===== config.mk =====
export PLATFORM = sky130hd
export DESIGN_NAME = spi_slave_cmd_ctrl
export DESIGN_NICKNAME = d
export VERILOG_FILES = /design/src/rtl/spi_slave_cmd_pkg.sv /design/src/rtl/spi_slave_word_unpacker.sv /design/src/rtl/spi_slave_cmd_ctrl.sv
export SDC_FILE = /design/constraint.sdc
export NUM_CORES = 1
export LEC_CHECK = 0
export CAP_MARGIN = 0
export CORE_MARGIN = 2
export CORE_UTILIZATION = 40
export DETAILED_ROUTE_END_ITERATION = 8
export PLACE_DENSITY_LB_ADDON = 0.1
export SYNTH_ARGS = -nofsm -noshare
export SYNTH_HDL_FRONTEND = slang
export SYNTH_SLANG_ARGS = --single-unit

===== constraint.sdc =====
create_clock -name obi_aclk -period 1.85 [get_ports obi_aclk]
set_input_delay 0.37 -clock obi_aclk [delete_from_list [all_inputs] [get_ports obi_aclk]]
set_output_delay 0.37 -clock obi_aclk [all_outputs]
set_load 0.05 [all_outputs]

===== src/rtl/spi_slave_cmd_pkg.sv =====
// spi_slave_cmd_pkg: shared opcodes, command FSM state type and idle tx byte
// for the SPI slave command front-end (spi_slave_cmd_ctrl and its unpacker).
// Optional build macro: SPI_CMD_STATUS_EN (enables OPC_STATUS / ST_STATUS use).
package spi_slave_cmd_pkg;

  localparam logic [7:0] OPC_WRITE    = 8'h02;
  localparam logic [7:0] OPC_READ     = 8'h0B;
  localparam logic [7:0] OPC_SET_WRAP = 8'h11;
  localparam logic [7:0] OPC_STATUS   = 8'h05;

  localparam logic [7:0] TX_IDLE_BYTE = 8'hFF;

  typedef enum logic [2:0] {
    ST_CMD,
    ST_ADDR,
    ST_DUMMY,
    ST_WDATA,
    ST_RDATA,
    ST_WRAP,
    ST_IGNORE,
    ST_STATUS
  } cmd_state_e;

endpackage


===== src/rtl/spi_slave_word_unpacker.sv =====
// spi_slave_word_unpacker: read-path byte buffer. Takes 32-bit words from the
// OBI plug and hands them out byte by byte, least significant byte first.
// Ports:
//   clk, rst       clock, synchronous active-high reset
//   active         command FSM is in RDATA
//   flush          chip select deasserted: drop buffered bytes
//   tx_data/valid  word from plug; tx_ready high when buffer is empty
//   tx_byte_req    shifter consumed tx_byte
//   tx_byte        current byte, TX_IDLE_BYTE when empty
//   underrun_clr   clears the sticky underrun flag
//   underrun       sticky: byte requested while buffer empty
module spi_slave_word_unpacker
  import spi_slave_cmd_pkg::*;
(
  input  logic        clk,
  input  logic        rst,
  input  logic        active,
  input  logic        flush,
  input  logic [31:0] tx_data,
  input  logic        tx_valid,
  output logic        tx_ready,
  input  logic        tx_byte_req,
  output logic [7:0]  tx_byte,
  input  logic        underrun_clr,
  output logic        underrun
);

  logic [31:0] shift_buf;
  logic [2:0]  count;
  logic        empty;

  assign empty    = (count == 3'd0);
  assign tx_ready = active && !flush && empty;
  assign tx_byte  = empty ? TX_IDLE_BYTE : shift_buf[7:0];

  always_ff @(posedge clk) begin
    if (rst) begin
      shift_buf <= '0;
      count     <= '0;
      underrun  <= 1'b0;
    end else begin
      if (flush) begin
        shift_buf <= '0;
        count     <= '0;
      end else if (tx_valid && tx_ready) begin
        shift_buf <= tx_data;
        count     <= 3'd4;
      end else if (active && tx_byte_req && !empty) begin
        shift_buf <= {8'h00, shift_buf[31:8]};
        count     <= count - 3'd1;
      end

      if (underrun_clr) begin
        underrun <= 1'b0;
      end else if (active && !flush && tx_byte_req && empty) begin
        underrun <= 1'b1;
      end
    end
  end

endmodule


===== src/rtl/spi_slave_cmd_ctrl.sv =====
// spi_slave_cmd_ctrl: SPI slave command/data front-end. Parses each chip-select
// frame (opcode, 4-byte MSB-first address, dummy bytes, payload), loads the
// plug's address, starts reads, packs write bytes little-endian into 32-bit
// words and unpacks read words into bytes.
// Optional build macro: SPI_CMD_STATUS_EN adds opcode 8'h05 (READ_STATUS),
// which returns {6'b0, underrun, overflow} and clears both flags on the first
// byte request.
// Ports:
//   obi_aclk, obi_areset          clock, synchronous active-high reset
//   cs                            chip select, active low
//   rx_byte, rx_byte_valid        incoming SPI bytes
//   tx_byte, tx_byte_req          outgoing SPI bytes
//   rxtx_addr, rxtx_addr_valid    address load to plug
//   start_tx                      read start pulse
//   wrap_length                   wrap length in words
//   rx_data, rx_valid, rx_ready   write word to plug
//   tx_data, tx_valid, tx_ready   read word from plug
//   overflow, underrun            sticky error flags
module spi_slave_cmd_ctrl
  import spi_slave_cmd_pkg::*;
#(
  parameter int OBI_ADDR_WIDTH = 32,
  parameter int DUMMY_BYTES    = 1
) (
  input  logic                      obi_aclk,
  input  logic                      obi_areset,
  input  logic                      cs,
  input  logic [7:0]                rx_byte,
  input  logic                      rx_byte_valid,
  output logic [7:0]                tx_byte,
  input  logic                      tx_byte_req,
  output logic [OBI_ADDR_WIDTH-1:0] rxtx_addr,
  output logic                      rxtx_addr_valid,
  output logic                      start_tx,
  output logic [15:0]               wrap_length,
  output logic [31:0]               rx_data,
  output logic                      rx_valid,
  input  logic                      rx_ready,
  input  logic [31:0]               tx_data,
  input  logic                      tx_valid,
  output logic                      tx_ready,
  output logic                      overflow,
  output logic                      underrun
);

  localparam logic [3:0] DUMMY_LAST = 4'(DUMMY_BYTES - 1);

  cmd_state_e  state, state_next;
  logic [3:0]  cnt;
  logic        is_read;
  logic [23:0] addr_sr;
  logic [31:0] wbuf;
  logic [7:0]  wrap_hi;
  logic        start_pend;
  logic        status_clr;
  logic [7:0]  unpack_byte;

  logic        rxv;
  logic        addr_last, dummy_last, wdata_last, wrap_last;
  logic [31:0] addr_word;
  logic [31:0] word_done;

  // cs high overrides everything, including a coincident byte strobe
  assign rxv        = rx_byte_valid && !cs;
  assign addr_last  = (state == ST_ADDR)  && rxv && (cnt == 4'd3);
  assign dummy_last = (state == ST_DUMMY) && rxv && (cnt == DUMMY_LAST);
  assign wdata_last = (state == ST_WDATA) && rxv && (cnt == 4'd3);
  assign wrap_last  = (state == ST_WRAP)  && rxv && (cnt == 4'd1);
  assign addr_word  = {addr_sr, rx_byte};
  assign word_done  = {rx_byte, wbuf[31:8]};

  always_ff @(posedge obi_aclk) begin
    if (obi_areset) state <= ST_CMD;
    else            state <= state_next;
  end

  always_comb begin
    state_next = state;
    if (cs) begin
      state_next = ST_CMD;
    end else begin
      unique case (state)
        ST_CMD: begin
          if (rxv) begin
            case (rx_byte)
              OPC_WRITE, OPC_READ: state_next = ST_ADDR;
              OPC_SET_WRAP:        state_next = ST_WRAP;
`ifdef SPI_CMD_STATUS_EN
              OPC_STATUS:          state_next = ST_STATUS;
`endif
              default:             state_next = ST_IGNORE;
            endcase
          end
        end
        ST_ADDR: begin
          if (addr_last) begin
            if (!is_read)              state_next = ST_WDATA;
            else if (DUMMY_BYTES == 0) state_next = ST_RDATA;
            else                       state_next = ST_DUMMY;
          end
        end
        ST_DUMMY:  if (dummy_last) state_next = ST_RDATA;
        ST_WRAP:   if (wrap_last)  state_next = ST_IGNORE;
        ST_STATUS: if (tx_byte_req) state_next = ST_IGNORE;
        default:   state_next = state;
      endcase
    end
  end

`ifdef SPI_CMD_STATUS_EN
  assign status_clr = (state == ST_STATUS) && tx_byte_req && !cs;
  assign tx_byte    = (state == ST_STATUS) ? {6'b0, underrun, overflow} : unpack_byte;
`else
  assign status_clr = 1'b0;
  assign tx_byte    = unpack_byte;
`endif

  always_ff @(posedge obi_aclk) begin
    if (obi_areset) begin
      cnt             <= '0;
      is_read         <= 1'b0;
      addr_sr         <= '0;
      wbuf            <= '0;
      wrap_hi         <= '0;
      start_pend      <= 1'b0;
      rxtx_addr       <= '0;
      rxtx_addr_valid <= 1'b0;
      start_tx        <= 1'b0;
      wrap_length     <= '0;
      rx_data         <= '0;
      rx_valid        <= 1'b0;
      overflow        <= 1'b0;
    end else begin
      // Byte counter restarts on every state change; WDATA wraps every word.
      if (cs || (state_next != state) || wdata_last) cnt <= '0;
      else if (rxv)                                    cnt <= cnt + 4'd1;

      if ((state == ST_CMD) && rxv) is_read <= (rx_byte == OPC_READ);
      if ((state == ST_ADDR) && rxv) addr_sr <= addr_word[23:0];
      if ((state == ST_WDATA) && rxv) wbuf <= word_done;
      if ((state == ST_WRAP) && rxv && (cnt == 4'd0)) wrap_hi <= rx_byte;
      if (wrap_last) wrap_length <= {wrap_hi, rx_byte};

      rxtx_addr_valid <= addr_last;
      if (addr_last) rxtx_addr <= addr_word[OBI_ADDR_WIDTH-1:0];

      // With no dummy bytes the start is delayed one extra cycle so it never
      // coincides with the address load pulse.
      start_pend <= addr_last && is_read && (DUMMY_BYTES == 0);
      start_tx   <= dummy_last || start_pend;

      // A held word survives cs; a new word only replaces it once it drains.
      if (wdata_last && (!rx_valid || rx_ready)) begin
        rx_data  <= word_done;
        rx_valid <= 1'b1;
      end else if (rx_valid && rx_ready) begin
        rx_valid <= 1'b0;
      end

      if (status_clr)                             overflow <= 1'b0;
      else if (wdata_last && rx_valid && !rx_ready) overflow <= 1'b1;
    end
  end

  spi_slave_word_unpacker u_unpacker (
    .clk          (obi_aclk),
    .rst          (obi_areset),
    .active       (state == ST_RDATA),
    .flush        (cs),
    .tx_data      (tx_data),
    .tx_valid     (tx_valid),
    .tx_ready     (tx_ready),
    .tx_byte_req  (tx_byte_req),
    .tx_byte      (unpack_byte),
    .underrun_clr (status_clr),
    .underrun     (underrun)
  );

endmodule


After elaboration in Yosys (flattened, before gate mapping)
Cells that the tools add are included.

storage, ports and cells
  bits of input ports = 47
  bits in registers = 192
  output and inout bits = 94
  logic and storage cells = 85

cells by class
  reductions and logical operators = 38
  multiplexer cells = 16
  equal/unequal tests = 12
  add/sub/neg operators = 2

operators with widths
  operator                                                                number
  32-bit two-way mux                                                      2
  3-bit two-way mux                                                       8
  1-bit logical AND                                                       22
  3-bit one-hot mux with 5 select lines                                   1
  3-bit equality test (second input constant)                             3
  8-bit by 2-bit equality test with 1-bit output (second input constant)  1
  8-bit by 4-bit equality test with 1-bit output (second input constant)  1
  8-bit by 5-bit equality test with 1-bit output (second input constant)  1
  8-bit two-way mux                                                       1
  3-bit by 2-bit equality test with 1-bit output (second input constant)  2
  3-bit logical NOT                                                       2
  3-bit one-hot mux with 2 select lines                                   1
  2-bit OR reduction                                                      3
  4-bit by 1-bit adder with 4-bit output (second input constant)          1
  4-bit by 1-bit equality test with 1-bit output (second input constant)  1
  4-bit by 2-bit equality test with 1-bit output (second input constant)  1
  1-bit logical NOT                                                       4
  4-bit logical NOT                                                       1
  2-bit nonzero test                                                      2
  3-bit by 1-bit equality test with 1-bit output (second input constant)  1
  1-bit logical OR                                                        3
  1-bit two-way mux                                                       3
  3-bit inequality test                                                   1
  3-bit OR reduction                                                      1
  3-bit by 1-bit subtractor with 3-bit output (second input constant)     1

Longest topological paths before layout
Gate-level depths: netlist (run 1).

  word-level depth = 11
  mapped depth = 9
  depth with buffers taken out = 7

By module
Synthesis (run 1) repeated with hierarchy kept, for this count alone.

unflattened totals
  cells, all modules = 863
  area total of the unflattened synthesis = 7422.1 um^2

by module, submodules not included
  module                   seq. area each (um^2)  times used  area each (um^2)  cells each
  spi_slave_cmd_ctrl       2962.8                 1           5491.5            646
  spi_slave_word_unpacker  720.7                  1           1930.6            217

Least setup slack after synthesis (run 1)
OpenSTA, ideal clock, no wires.

  kind = flip-flop to flip-flop
  from = reg u_unpacker.count[0]
  to = reg u_unpacker.shift_buf[5]
  required time = 1759 ps
  arrival time = 1880 ps
  period minus slack after synthesis = 1971 ps
  stages on the path, launching flop included = 8
  slack = -121 ps
  library setup time = 91 ps
  path buffers = 1
  cells stage by stage = dfxtp_1 inv_1 ha_1 nor3b_1 and3_1 nand2_1 clkbuf_1 a311oi_1

between the ends
  word-level cells in the longest chain between the ends = 4
  elaborated cells on any way between the ends = 7
  classes of those cells = mux: 1; reduce/logical: 6

RTL lines
  element                                                          RTL line                       text
  from (decl)                                                      spi_slave_word_unpacker.sv:29  logic [2:0] count;
  from (signal assigned)                                           spi_slave_word_unpacker.sv:50  count <= count - 3'd1;
  3-bit logical NOT (*)                                            spi_slave_word_unpacker.sv:32  assign empty = (count == 3'd0);
  1-bit logical AND (*)                                            spi_slave_word_unpacker.sv:33  assign tx_ready = active && !flush && empty;
  net tx_ready                                                     spi_slave_cmd_ctrl.sv:41       output logic tx_ready,
  1-bit logical AND (*)                                            spi_slave_word_unpacker.sv:45  end else if (tx_valid && tx_ready) begin
  32-bit two-way mux / 2-bit nonzero test (equally long branches)  --
  to (signal assigned)                                             spi_slave_word_unpacker.sv:46  shift_buf <= tx_data;
  to (signal assigned)                                             spi_slave_word_unpacker.sv:49  shift_buf <= {8'h00, shift_buf[31:8]};
  to (decl)                                                        spi_slave_word_unpacker.sv:28  logic [31:0] shift_buf;

The timed path passes the listed nets; every way through them passes the cells marked *.
A chain may end at the register's enable or synchronous reset.

Final worst setup path (run 1)
  from = reg u_unpacker.count[0]
  to = out tx_ready

between the ends
  word-level cells in the longest chain between the ends = 2

RTL lines
  element            RTL line
  3-bit logical NOT  spi_slave_word_unpacker.sv:32
  1-bit logical AND  spi_slave_word_unpacker.sv:33
  to (decl)          spi_slave_cmd_ctrl.sv:41

No other way between the ends.

==> results.md, run 1 <==
- The number of antenna diodes in the final layout is 0.
- Measured along the y axis, the die boundary spans 136 um.
- Yosys mapped the design onto 46 distinct sky130hd cell types.
- The worst setup path is launched from a flip-flop.
- The clock transition at the registers of the reported paths is 0.07 ns.
- The total overflow reported by the global router is 0.
- The number of enable-type register cells in the synthesized netlist is 0.
- The relative contribution of sequential cells to total power is 51.6%.
- The depth of the CTS H-tree is 4.
- The area taken by flip-flops and latches is 0.00369 mm^2.
- In the routed design, unresolved DRC markers number 0.
- The max-cap violation count is 0.
- The measured slew at the worst slew-check pin is 0.636 ns.
- The first global-routing pass estimated 29,200 um of wire.
- The smallest clock period supported by the final layout is computed as 1.90 ns.
- The number of search-and-repair iterations in the first detailed-routing pass is 5.
- The clock root buffer is sky130_fd_sc_hd__clkbuf_16.
- The worst hold path class is reg -> reg.
- The die covers 0.0185 mm^2.
- The width of the die is 136 um.
- The tree built by TritonCTS fans out to 184 sinks.
- The peak supply drop is 0.000658 V.
- Wires add up to 18,300 um.
- The startpoint of the worst hold path is rxtx_addr[25].
- The gate count of the mapped netlist is 872.
- The synthesized netlist net count is 924.
- Global routing used 20.1% of the available tracks.
- The TritonCTS clock tree is done.
- The half-perimeter wire length after detailed placement is 12,100 um.
- The design draws 7.69 mW.
- The static leakage is 3.42 nW.
- The multi-input combinational cells in the finished layout cover a total of 0.00310 mm^2.
- The pre-CTS setup slack is -0.367 ns.
- After synthesis, the share of flip-flops with an asynchronous set or reset is 0%.
- Combinational cells account for 4.4% of the total power.
- The share of total power dissipated in the clock network is 44.0%.
- For this run, the register share of the synthesized area comes to 52.8%.
- The critical path in this run is classified as reg -> out.
- In the detailed route, the total length drawn on met2 is 9020 um.
- The normalized max-slew margin is 57.6%.
- For the worst-skew pair, the clock arrives at the later sink with an insertion delay of 0.43 ns.
- The worst register-to-register path has a depth of 7.
- The proportion of layout cells with a drive suffix above 1 is 19.5%.
- The synthesized area per cell is 8.00 um^2.
- The number of clock buffers inserted by TritonCTS is 17.
- The number of buffers inserted by hold repair at cts is 0.
- The final-report setup violation count is 1.
- The setup check on the worst reg-to-reg path leaves a slack of 0.14 ns.
- Among all flip-flop cells after synthesis, the most frequent one is sky130_fd_sc_hd__dfxtp_1.
- Walking the worst path, the cells encountered are inv_2, ha_4, nor3b_2, and3_4, buf_12.
- The worst register-to-register path begins at u_unpacker.count[0].
- In the finished design, the share of the clock period the worst path needs comes to 103%.
- The largest stage delay on the critical path is 0.33 ns.
- The final worst hold slack is 0.451 ns.
- The total standard cell area after synthesis is 0.00697 mm^2.
- For this run, the post-layout net count is 1,076.
- Across all setup checks in the final design, the least slack found is -0.0507 ns.
- The number of buffers and inverters on the critical path is 2.
- For the worst setup path, the data required time is 1.48 ns.
- At the end of routability-driven placement, the weighted congestion stood at 0.904.
- Fill cells in the final layout number 1,714.
- Entering global routing, the biggest net connects 143 pins.
- The accumulated negative setup slack is -0.0507 ns.
- The Yosys step of the flow raised 0 warnings.
- The worst hold path terminates at rxtx_addr[25].
- For this block, the via count after detailed routing is 6,195.
- Row generation in the floorplan step produced 48 rows.
- The final reports fail on setup timing.
- Counting flops and latches in the post-synthesis netlist gives 184.
- In this run the remaining antenna-violating nets after routing total 0.
- The maximum achievable frequency is 526 MHz.
- The I/O pin count is 141.
- After floorplanning, the core was sized to cover 0.0172 mm^2.
- Relative to the synthesized area, the layout overhead comes to 36.5%.
- The data arrival time at the worst-slack endpoint is 1.53 ns.
- In the routed layout, each cell is associated on average with a via count of 4.91.
- The endpoint type of the worst setup path is an output port.
- The max-slew violation total from the final report is 0.
- The final number of hold-violating endpoints is 0.
- The initial utilization of the core area, before any placement, comes to 40.6%.
- The power density over the cells is 808 mW/mm^2.
- The critical path crosses 5 cells after its start point.
- The switching part of the total is 23.5%.
- The number of global-route vias before repair was 5,643.
- The kind of cell adding the most delay to the critical path is simple AND/OR/NAND/NOR gates.
- The highest net fanout along the worst path is 2.
- The internal power of the cells totals 5.89 mW.
- The count of input and output buffers is 140.
- The endpoint identified for the worst register-to-register timing path is u_unpacker.shift_buf[10].
- The met3 wirelength from detailed routing is 585 um.
- Summed over all nets, the switching power comes to 1.81 mW.
- The clock arrives with 0.0114 ns of skew.
- After the first detailed-routing iteration, the DRC count stood at 366.
- The initial antenna violation count is 0.
- Counting along the longest clock path gives a buffer depth of 2.
- The instance count along the most critical hold path is 2.
- In the final routed layout, each cell accounts on average for 14.5 um.
- The critical path's slowest cell is sky130_fd_sc_hd__dfxtp_2.
- Setup repair after global routing could not meet its margin everywhere.
- After detailed routing, the wire length on met1 is 8440 um.
- The topmost layer with routed signal wires is met4.
- The run finished, with violations left.
## repair_timing
item                       CTS  global route
gates cloned                 1             0
buffers inserted             2             1
setup endpoints to repair   34            53
hold endpoints to repair     0             0
resized for setup           24            15
## synth_stat cells (all sizes together), types with 2 or more instances
cell | number | area [um^2]
a21oi | 159 | 796
a22oi | 16 | 120
a311oi | 8 | 70.1
and2 | 2 | 12.5
and3 | 3 | 18.8
and4 | 3 | 26.3
buf | 23 | 119
clkbuf | 39 | 146
dfxtp | 184 | 3680
ha | 5 | 62.6
inv | 8 | 30.0
mux2i | 9 | 90.1
nand2 | 311 | 1170
nand2b | 12 | 75.1
nand3 | 14 | 70.1
nand4 | 6 | 37.5
nand4b | 2 | 17.5
nor2 | 31 | 121
nor2b | 5 | 31.3
nor3 | 6 | 41.3
nor3b | 3 | 22.5
xnor2 | 3 | 26.3
xor2 | 3 | 26.3
## sequential cells by signal, summed over array words and instances, names as in the netlist, 4 cells and up
| signal | flops |
|---|---|
| u_unpacker.shift_buf | 32 |
| rx_data | 32 |
| wbuf | 24 |
| cnt | 4 |
| wrap_hi | 8 |
| rxtx_addr | 32 |
| wrap_length | 16 |
| addr_sr | 24 |
## power by group through the flow
stage	Clock [mW]	Sequential (mW)	Combinational (mW)
after global routing	3.62	3.97	0.366
after CTS	3.46	3.97	0.341
after floorplan	0	4.06	0.129
after detailed placement	0	4.06	0.337
after global placement	0	4.06	0.339
final	3.38	3.97	0.341
## area by class of cell
cell class	instances	share of cell area [%]
clock inverters	13	1.13
well taps	225	2.96
flip-flops and latches	184	38.8
inverters	8	0.316
repair buffers	195	19.7
clock buffers	19	4.55
multi-input cells	618	32.6
## cells in the final DEF (no fill, tap or decap), types with 2 or more instances in the layout
cell type	n
sky130_fd_sc_hd__nand2_1	310
sky130_fd_sc_hd__dfxtp_1	181
sky130_fd_sc_hd__a21oi_1	159
sky130_fd_sc_hd__buf_4	117
sky130_fd_sc_hd__clkdlybuf4s50_1	44
sky130_fd_sc_hd__nor2_1	27
sky130_fd_sc_hd__buf_12	22
sky130_fd_sc_hd__clkbuf_16	17
sky130_fd_sc_hd__a22oi_1	16
sky130_fd_sc_hd__nand3_1	14
sky130_fd_sc_hd__nand2b_4	9
sky130_fd_sc_hd__mux2i_1	9
sky130_fd_sc_hd__dlygate4sd2_1	9
sky130_fd_sc_hd__a311oi_1	8
sky130_fd_sc_hd__inv_6	7
sky130_fd_sc_hd__inv_1	6
sky130_fd_sc_hd__nand4_1	6
sky130_fd_sc_hd__nor3_1	5
sky130_fd_sc_hd__nand2b_1	3
sky130_fd_sc_hd__nor2b_1	3
sky130_fd_sc_hd__nor2_2	3
sky130_fd_sc_hd__xnor2_1	3
sky130_fd_sc_hd__xor2_1	3
sky130_fd_sc_hd__ha_1	3
sky130_fd_sc_hd__dfxtp_2	3
sky130_fd_sc_hd__inv_2	2
sky130_fd_sc_hd__nor2b_2	2
sky130_fd_sc_hd__and4_1	2
sky130_fd_sc_hd__nor3b_1	2
sky130_fd_sc_hd__and3_1	2
sky130_fd_sc_hd__nand4b_1	2
sky130_fd_sc_hd__and2_1	2
sky130_fd_sc_hd__clkinv_2	2
sky130_fd_sc_hd__clkbuf_1	2
sky130_fd_sc_hd__clkinv_4	2
sky130_fd_sc_hd__buf_6	2
## metal layers
| layer | track usage, % | vias up |
|---|---|---|
| met1 | 26.7 | 2869 |
| met3 | 3.62 | 19 |
| met5 | 0 | - |
| met4 | 6.71 | 0 |
| li1 | - | 3195 |
| met2 | 33.0 | 112 |
## worst max path at each step
stage,startpoint,to,slack (ns)
detailed placement,cs,cnt[2],-0.37
global route,u_unpacker.count[0],tx_ready,-0.10
finish,u_unpacker.count[0],tx_ready,-0.05
CTS,u_unpacker.count[0],tx_ready,-0.05
floorplan,u_unpacker.count[0],u_unpacker.shift_buf[30],0.05
global placement,rx_byte[3],cnt[1],-0.33
## cells by family (layout without fill, tap and decap cells)
group,after synthesis,in the layout,share of synthesized area [%]
adder cells (fa/ha/maj),5,5,0.897
flip-flops,184,184,52.8
AO/OA/AOI/OAI,194,194,15.4
buffers and inverters,70,235,4.24
multiplexers,9,9,1.29
AND/OR/NAND/NOR,404,404,24.6
XOR/XNOR,6,6,0.754
## metrics by stage
step / utilization (%) / area [um^2] / cells
6_report: 55.4 / 9510 / 1262
5_1_grt: 55.4 / 9510 / 1262
4_1_cts: 54.9 / 9430 / 1261
3_5_place_dp: 51.4 / 8830 / 1226
3_3_place_gp: 51.4 / 8830 / 1226
2_1_floorplan: - / 6970 / 872
## tightest hold or removal path, stage by stage, from the launching register on
cell and delay [ns]:
sky130_fd_sc_hd__dfxtp_1 0.31, sky130_fd_sc_hd__nand2_1 0.05, sky130_fd_sc_hd__a21oi_1 0.05
No activity file was read; power rests on OpenSTA's default activity.
==> run 2: changes to the inputs <==
--- a/config.mk
+++ b/config.mk
@@ -8,6 +8,8 @@
 export CAP_MARGIN = 0
 export CORE_MARGIN = 2
 export CORE_UTILIZATION = 40
+export CTS_BUF_LIST = sky130_fd_sc_hd__clkbuf_8
+export CTS_CLUSTER_DIAMETER = 120
 export DETAILED_ROUTE_END_ITERATION = 8
 export PLACE_DENSITY_LB_ADDON = 0.1
 export SYNTH_ARGS = -nofsm -noshare
==> results.md, run 2 (synthesis results as in run 1) <==
- The flow ran to the end, but the final reports show violations.
- The final reports fail on setup timing.
- The critical path startpoint category is a flip-flop.
- The final worst hold slack is 0.427 ns (-0.0240 ns).
- The relative contribution of sequential cells to total power is 58.6% (+7.0 points).
- The area growth from synthesis to layout is 33.8%.
- The routed via count is 6,164 (-0.50%).
- The data required time at the worst endpoint is 1.48 ns (about the same).
- The final setup skew is 0.0190 ns (+0.00768 ns).
- The slowest stage of the critical path belongs to the cell sky130_fd_sc_hd__dfxtp_2.
- The cell sitting at the root of the clock tree is a sky130_fd_sc_hd__clkbuf_8.
- The number of antenna diodes is 0 (unchanged).
- The start point of the critical path is u_unpacker.count[1].
- The clock transition at the registers of the reported paths came to 0.09 ns (+0.02 ns).
- The wire length per cell is 14.4 um (-0.75%).
- The share of power burned in the clock network is 36.4% (-7.6 points).
- The global placement routability congestion is 0.904 (unchanged).
- The max-slew violation total from the final report is 0 (unchanged).
- The pin count of the biggest net entering global routing is 143 (unchanged).
- The number of placement rows is 48 (unchanged).
- The max-cap violation count is 0 (unchanged).
- The post-detailed-placement cell area was 0.00883 mm^2 (unchanged).
- The largest stage delay on the critical path came to 0.33 ns (about the same).
- The number of violations reported at the end of detailed-routing iteration 0 was 408 (+11%).
- The number of clock sinks is 184 (unchanged).
- The normalized max-slew margin is 54.9% (-2.7 points).
- The leading cell type in the layout, fill and taps excluded is sky130_fd_sc_hd__nand2_1.
- The net switching power is 1.69 mW (-6.6%).
- The final worst setup slack is -0.0803 ns (-0.0296 ns).
- The final number of hold-violating endpoints is 0 (unchanged).
- The proportion of layout cells with a drive suffix above 1 is 19.4% (-0.12 points).
- The top cell types in the final layout, fill and taps aside, are sky130_fd_sc_hd__nand2_1, sky130_fd_sc_hd__dfxtp_1, sky130_fd_sc_hd__a21oi_1.
- The final total power is 6.77 mW (-12%).
- The width of the die is 136 um (unchanged).
- The latest clock arrival within the worst-skew pair was 0.46 ns (+0.03 ns).
- Setup repair after global routing could not meet its margin everywhere.
- The data arrival time at the worst-slack endpoint is 1.56 ns (+0.03 ns).
- The full die area is 0.0185 mm^2 (unchanged).
- The net count of the finished layout is 1,077 (+0.093%).
- The final-report setup violation count is 1 (unchanged).
- The minimum period implied by the final worst setup slack is 1.93 ns (+0.0296 ns).
- The critical path is of the reg -> out type.
- The area of the placeable core is 0.0172 mm^2 (unchanged).
- The maximum achievable frequency was 518 MHz (-1.5%).
- The accumulated negative setup slack came to -0.0803 ns (-0.0296 ns).
- The internal power is 5.09 mW (-14%).
- The ratio of final minimum period to clock period is 104% (+1.6 points).
- The depth of the CTS H-tree is 4 (unchanged).
- The startpoint identified for the worst register-to-register timing path is u_unpacker.count[0].
- In the final layout, the registers with the most flip-flops are rx_data (32), rxtx_addr (32), u_unpacker.shift_buf (32).
- The relative contribution of combinational cells to total power was 5.0% (+0.6 points).
- The routed wire length was 18,200 um (-0.67%).
- The average vias per placed instance is 4.88 (-0.58%).
- The number of buffers inserted by hold repair at cts was 0 (unchanged).
- The endpoint type of the worst setup path is an output port.
- The initial core utilization is 40.6% (unchanged).
- The maximum count of clock buffers along a single path is 2 (unchanged).
- The final standard cell area without fillers is 0.00933 mm^2 (-1.9%).
- The count of input and output buffers is 140 (unchanged).
- The static leakage is 3.34 nW (-2.2%).
- The total global routing track utilization is 20.1% (about the same).
- The peak supply drop is 0.000400 V (-39%).
- The number of clock buffers inserted by TritonCTS is 17 (unchanged).
- The power density over the cells is 726 mW/mm^2 (-10%).
- The switching part of the total is 24.9% (+1.4 points).
- The number of search-and-repair iterations in the first detailed-routing pass is 4 (-1).
- The global-route wire length before repair was 29,300 um (+0.24%).
- TritonCTS built the clock tree.
- The utilization of the core after routing came to 54.3% (-1.1 points).
- The worst hold path class is in -> reg.
- The measured slew at the worst slew-check pin is 0.677 ns (+0.0408 ns).
- The initial antenna violation count came to 0 (unchanged).
- The number of global-route vias before repair is 5,672 (+0.51%).
- The final routed DRC violation total is 0 (unchanged).
- The I/O pin count was 141 (unchanged).
- The highest net fanout along the worst path is 2 (unchanged).
- The chip height came to 136 um (unchanged).
- The half-perimeter wire length after detailed placement is 12,100 um (unchanged).
- The critical path goes through inv_2, ha_4, nor3b_2, and3_4, buf_12.
- The total overflow reported by the global router was 0 (unchanged).
- The startpoint of the worst hold path is obi_areset.
- The post-detailed-route count of antenna-violating nets was 0 (unchanged).
==> run 2: cell count changes in the layout (fill, tap and decap cells not counted), sizes merged <==
cell,change
buf,+1
inv,+2
clkbuf,-2
==> run 2: what timing repair did <==
item,CTS,global route
resized for setup,33,5
endpoints found under the setup margin,34,62
cloned,1,0
setup buffers,4,0
pin swaps,1,0
==> run 2: through the flow <==
| step | instances | worst slack (ns) |
|---|---|---|
| final | 1263 | -0.0803 |
| after global routing | 1263 | -0.158 |
| after CTS | 1263 | -0.0844 |
| after detailed placement | 1226 | -0.367 |
| after global placement | 1226 | -0.333 |
| after floorplan | 872 | 0.0480 |
==> run 2: final cells by class <==
type / count / area [um^2]
Multi-Input combinational cell: 618 / 3100
Clock buffer: 17 / 234
Sequential cell: 184 / 3690
Tap cell: 225 / 282
Inverter: 8 / 30.0
Fill cell: 1724 / 7850
Timing Repair Buffer: 196 / 1880
Clock inverter: 15 / 115
==> run 2: worst max-delay path: cells and delay by family, from the launching register on <==
family / cells / cell delay (ns)
adders and majority gates: 1 / 0.15
buffers and inverters: 2 / 0.20
DFF: 1 / 0.33
and+or+nand+nor: 2 / 0.42
==> run 2: metal layers <==
metal / share of wire [%] / up-vias / GRT usage [%]
met4: 1.7 / 0 / 6.83
met1: 45 / 2831 / 26.5
met2: 49 / 117 / 32.7
met3: 3.9 / 23 / 4.14
li1: - / 3193 / -
met5: 0 / - / 0
==> run 2: power by group through the flow <==
stage / combinational, mW / sequential (mW) / clock, mW
2_1_floorplan: 0.129 / 4.06 / 0
3_3_place_gp: 0.339 / 4.06 / 0
3_5_place_dp: 0.337 / 4.06 / 0
5_1_grt: 0.367 / 3.97 / 2.70
6_report: 0.341 / 3.97 / 2.46
4_1_cts: 0.343 / 3.97 / 2.53
==> run 2: final timing paths <==
kind,to,slack (ns),depth (start not counted)
min reg2reg,rx_data[6],0.45,2
max reg2reg,u_unpacker.shift_buf[4],0.15,9
min,cnt[3],0.43,5
max,tx_ready,-0.08,5
